===== src/rtl/w2r_sync_level.sv =====
// ---------------------------------------------------------------------------
// w2r_sync_level
//
// Brings the Gray-coded write pointer of an async FIFO into the read clock
// domain. It then derives a registered read-side occupancy, an almost-empty
// flag, and two sticky error flags.
//
// Parameters
//   ADDRSIZE     FIFO address width; pointers are ADDRSIZE+1 bits
//   SYNC_STAGES  synchronizer depth in rclk flops (minimum 2)
//   AE_THRESH    almost-empty threshold in entries
//
// Ports
//   rclk           in   read-domain clock, rising edge
//   rrst_n         in   async active-low reset (release synchronized upstream)
//   wptr_gray      in   write pointer, Gray, from the write clock domain
//   rptr_bina      in   read pointer, binary, rclk domain
//   r_en           in   read request
//   rempty         in   empty flag from the read-side logic
//   rerr_clr       in   synchronous clear of the sticky error flags
//   w2rptr         out  synchronized write pointer, Gray
//   rlevel         out  registered occupancy, modulo 2^(ADDRSIZE+1)
//   ralmost_empty  out  registered, high when occupancy <= AE_THRESH
//   runderflow     out  sticky, a read was attempted while empty
//   rgray_err      out  sticky, the synchronized pointer moved by more than
//                       one bit in a single cycle
//
// Build option
//   W2R_GRAY_CHECK_EN  when defined, enables the Gray-step checker behind
//                      rgray_err. Otherwise rgray_err is tied to 0 and the
//                      port list is the same.
// ---------------------------------------------------------------------------
module w2r_sync_level #(
  parameter int ADDRSIZE    = 7,
  parameter int SYNC_STAGES = 2,
  parameter int AE_THRESH   = 4
) (
  input  logic                rclk,
  input  logic                rrst_n,
  input  logic [ADDRSIZE:0]   wptr_gray,
  input  logic [ADDRSIZE:0]   rptr_bina,
  input  logic                r_en,
  input  logic                rempty,
  input  logic                rerr_clr,
  output logic [ADDRSIZE:0]   w2rptr,
  output logic [ADDRSIZE:0]   rlevel,
  output logic                ralmost_empty,
  output logic                runderflow,
  output logic                rgray_err
);

  localparam int PW = ADDRSIZE + 1;
  localparam logic [PW-1:0] AE_LIM = PW'(AE_THRESH);

  function automatic logic [PW-1:0] gray2bin(input logic [PW-1:0] g);
    logic [PW-1:0] b;
    b[PW-1] = g[PW-1];
    for (int i = PW - 2; i >= 0; i--) begin
      b[i] = b[i+1] ^ g[i];
    end
    return b;
  endfunction

  // Plain flop chain. No logic sits between the stages, so each stage has
  // the full period to resolve metastability.
  logic [PW-1:0] sync_q [SYNC_STAGES];

  always_ff @(posedge rclk or negedge rrst_n) begin
    if (!rrst_n) begin
      for (int i = 0; i < SYNC_STAGES; i++) begin
        sync_q[i] <= '0;
      end
    end else begin
      sync_q[0] <= wptr_gray;
      for (int i = 1; i < SYNC_STAGES; i++) begin
        sync_q[i] <= sync_q[i-1];
      end
    end
  end

  assign w2rptr = sync_q[SYNC_STAGES-1];

  // Occupancy. Pointer wrap is covered by the modular subtraction alone.
  // The result is intentionally not saturated.
  logic [PW-1:0] w2r_bin;
  logic [PW-1:0] level_d;
  logic          ae_d;

  always_comb begin
    w2r_bin = gray2bin(w2rptr);
    level_d = w2r_bin - rptr_bina;
    ae_d    = (level_d <= AE_LIM);
  end

  always_ff @(posedge rclk or negedge rrst_n) begin
    if (!rrst_n) begin
      rlevel        <= '0;
      ralmost_empty <= 1'b1;
    end else begin
      rlevel        <= level_d;
      ralmost_empty <= ae_d;
    end
  end

  // Sticky flags: when set and clear occur in the same cycle, set wins.
  always_ff @(posedge rclk or negedge rrst_n) begin
    if (!rrst_n) begin
      runderflow <= 1'b0;
    end else if (r_en && rempty) begin
      runderflow <= 1'b1;
    end else if (rerr_clr) begin
      runderflow <= 1'b0;
    end
  end

`ifdef W2R_GRAY_CHECK_EN
  logic [PW-1:0] prev_q;
  logic [PW-1:0] gray_diff;
  logic          multi_bit;

  // More than one bit changed when clearing the lowest set bit of the
  // difference still leaves some bit set.
  always_comb begin
    gray_diff = w2rptr ^ prev_q;
    multi_bit = |(gray_diff & (gray_diff - PW'(1)));
  end

  always_ff @(posedge rclk or negedge rrst_n) begin
    if (!rrst_n) begin
      prev_q    <= '0;
      rgray_err <= 1'b0;
    end else begin
      prev_q <= w2rptr;
      if (multi_bit) begin
        rgray_err <= 1'b1;
      end else if (rerr_clr) begin
        rgray_err <= 1'b0;
      end
    end
  end
`else
  assign rgray_err = 1'b0;
`endif

endmodule

===== config.mk =====
export PLATFORM = sky130hd
export DESIGN_NAME = w2r_sync_level
export DESIGN_NICKNAME = d
export VERILOG_FILES = /design/src/rtl/w2r_sync_level.sv
export SDC_FILE = /design/constraint.sdc
export NUM_CORES = 1
export LEC_CHECK = 0
export CORE_UTILIZATION = 35
export CTS_CLUSTER_DIAMETER = 80
export CTS_CLUSTER_SIZE = 8
export DETAILED_ROUTE_END_ITERATION = 8
export GPL_TIMING_DRIVEN = 0
export PLACE_DENSITY = 0.61
export RECOVER_POWER = 50
export SKIP_CTS_REPAIR_TIMING = 1
export SYNTH_ARGS = -nofsm -noshare
export SYNTH_HDL_FRONTEND = slang
export SYNTH_SLANG_ARGS = --single-unit

===== constraint.sdc =====
create_clock -name rclk -period 8.3 [get_ports rclk]
set_clock_uncertainty 0.1 [all_clocks]
set_input_delay 1.66 -clock rclk [delete_from_list [all_inputs] [get_ports rclk]]
set_output_delay 1.66 -clock rclk [all_outputs]
set_load 0.01 [all_outputs]

==> flow_metrics.env <==
export IMPL_status="complete, no violations"
export IMPL_synthMuxAreaShare=0
export IMPL_area_growth_pct=36.7
export IMPL_placed_area_um2=1700
export IMPL_vias=869
export IMPL_root_buffer="clkbuf_4"
export IMPL_clk_pin_slew_ps=130
export IMPL_cts_htree_levels=1
export IMPL_start_kind="primary input"
export IMPL_crit_type="in -> reg"
export IMPL_avgSynthCellArea_um2=11.5
export IMPL_post_place_ws_ps=4480
export IMPL_grt_pass1_vias=830
export IMPL_cts_sinks=26
export IMPL_ir_drop_v=0.0000675
export IMPL_rsz0062_at_grt="no"
export IMPL_cts_tree="yes"
export IMPL_clkLatencyLatePin_ps=310
export IMPL_clock_fmax_ghz=0.281
export IMPL_slew_headroom=0.256
export IMPL_met2WireLength_um=1010
export IMPL_synth_main_ff_cell="dfrtp_1"
export IMPL_synth_area_um2=1260
export IMPL_grt_max_degree=27
export IMPL_fin_crit_ps=3560
export IMPL_p_per_area_nw_per_um2=214
export IMPL_synth_top_area_frac=0.495
export IMPL_yosys_area_share_xor_xnor=0.114
export IMPL_ys_warn_count=0
export IMPL_postRouteWirelength_um=1980
export IMPL_netlist_top_cell_by_area="dfrtp_1"
export IMPL_io_pins=40
export IMPL_critPathRequiredTime_ps=8430
export IMPL_tns_ps=0
export IMPL_synthCells=110
export IMPL_worstMarginPinSlew_ps=1110
export IMPL_synthAdderAreaFrac=0.0851
export IMPL_core_area_um2=3390
export IMPL_clock_path_buffers=2
export IMPL_synth_compound_area_frac=0.105
export IMPL_viasPerCell=4.39
export IMPL_final_nets=182
export IMPL_grt_pass1_wl_um=3200
export IMPL_synth_seq_cells=26
export IMPL_drtPass1Iterations=3
export IMPL_finalMaxSlewViolations=0
export IMPL_numCtsBuffers=3
export IMPL_hp_class="reg -> reg"
export IMPL_synth_top_family_by_area="XOR/XNOR gates"
export IMPL_die_w_um=62.1
export IMPL_fp_dieH_um=62.1
export IMPL_rows=21
export IMPL_drc=0
export IMPL_met3WireLength_um=137
export IMPL_routabilityCongestion=0.781
export IMPL_ant_nets=0
export IMPL_synthTopCellsByArea="dfrtp_1 50%, ha_1 6.9%, buf_4 5.3%"
export IMPL_cap_violations=0
export IMPL_setup_viol=0
export IMPL_fin_ws_ps=4740
export IMPL_yosysSeqAreaShare=0.516
export IMPL_yosys_area_share_simple=0.0822
export IMPL_design_area_um2=1730
export IMPL_antenna_cells=0
export IMPL_first_iter_violations=7
export IMPL_whs_ps=262
export IMPL_route_top_layer_used="met4"
export IMPL_design_die_area_um2=3860
export IMPL_synth_edf_count=0
export IMPL_hold_viol_final=0
export IMPL_leakage_nw=0.787
export IMPL_antenna_found_initial=0
export IMPL_wl_met1_um=824
export IMPL_track_usage=0.115
export IMPL_start_util=0.373
export IMPL_synth_nets=139
export IMPL_crit_path_end_kind="flop"
export IMPL_path_max_fanout=3
export IMPL_ys_types=34
export IMPL_drive_above_1_share=0.118
export IMPL_grt_overflow=0
export IMPL_period_share=0.429
export IMPL_async_reset_ff_frac=1.00
export IMPL_worstPathArrival_ps=3690
export IMPL_port_buffers=38
export IMPL_hpwl_um=1620
export IMPL_wl_per_cell_um=9.99
[path summary, 6_finish.rpt]
path / cells past startpoint / end / start / slack [ps]
worst max register to register: 13 / ralmost_empty / w2rptr[7] / 5040
max in group asynchronous: 1 / w2rptr[7] / rrst_n / 5540
worst min-delay path: 0 / w2rptr[7] / sync_q[15] / 260
min in group asynchronous: 1 / rlevel[3] / rrst_n / 1890
worst min register to register: 0 / w2rptr[7] / sync_q[15] / 260
worst max-delay path: 9 / ralmost_empty / rptr_bina[0] / 4740
[where the power goes]
part	internal, mW	switching [mW]	total, mW
registers	0.149	0.00698	0.156
clock network	0.0188	0.0352	0.0539
logic	0.0855	0.0737	0.159
[cell families (layout without fill, tap and decap cells)]
kind of cell,Yosys count,in the layout
other,1,1
and+or+nand+nor,19,19
AOI/OAI and AO/OA,20,20
buffers and inverters,23,65
DFF,26,26
adders and majority gates,8,8
xor gates and xnor gates,13,13
[final cells by class]
type                    count  area, µm²
plain buffers               9       67.6
clock buffers               4       26.3
fillers                   309       1660
inverters                  14       52.6
multi-input cells          61        492
flip-flops and latches     26        652
well taps                  46       57.6
repair buffers             38        380
[worst max-delay path, cell delays in order]
cell,delay (ps)
dlygate4sd3_1,530
ha_1,160
inv_1,50
fa_1,400
a21oi_1,230
o21a_1,160
o311ai_1,110
nor3b_1,190
nor4b_2,210
[layout by cell type, fill, tap and decap left out, drive strengths merged, types with 2 or more instances in the layout]
| cell | count |
|---|---|
| clkdlybuf4s50 | 27 |
| nand2b | 2 |
| nor2 | 6 |
| xor2 | 6 |
| buf | 9 |
| ha | 7 |
| dfrtp | 25 |
| dlygate4sd3 | 11 |
| clkbuf | 4 |
| xnor2 | 7 |
| o21ai | 4 |
| a21oi | 5 |
| nand2 | 4 |
| inv | 14 |
[synth_stat cells, types with 2 or more instances]
| cell | number |
|---|---|
| a21oi_1 | 5 |
| buf_4 | 9 |
| dfrtp_1 | 25 |
| ha_1 | 7 |
| inv_1 | 14 |
| nand2_1 | 4 |
| nand2b_1 | 2 |
| nor2_1 | 6 |
| o21ai_0 | 4 |
| xnor2_1 | 6 |
| xor2_1 | 3 |
| xor2_2 | 3 |
[state kept, by name, indices dropped and copies added, names as in the netlist]
| name | cells |
|---|---|
| ralmost_empty | 1 |
| rlevel | 8 |
| runderflow | 1 |
| sync_q | 8 |
| w2rptr | 8 |
[metal layers]
metal	GRT usage	vias to the layer above
li1	-	434
met3	0.0269	2
met2	0.213	30
met4	0.0476	0
met5	0	-
met1	0.124	403
[stage by stage]
step           std cells  utilization  power [mW]
2_1_floorplan        110            -       0.253
3_3_place_gp         194        0.502       0.317
3_5_place_dp         194        0.502       0.321
4_1_cts              198        0.510       0.376
5_1_grt              198        0.510       0.400
6_report             198        0.510       0.369
(Power assumes the default switching activity.)
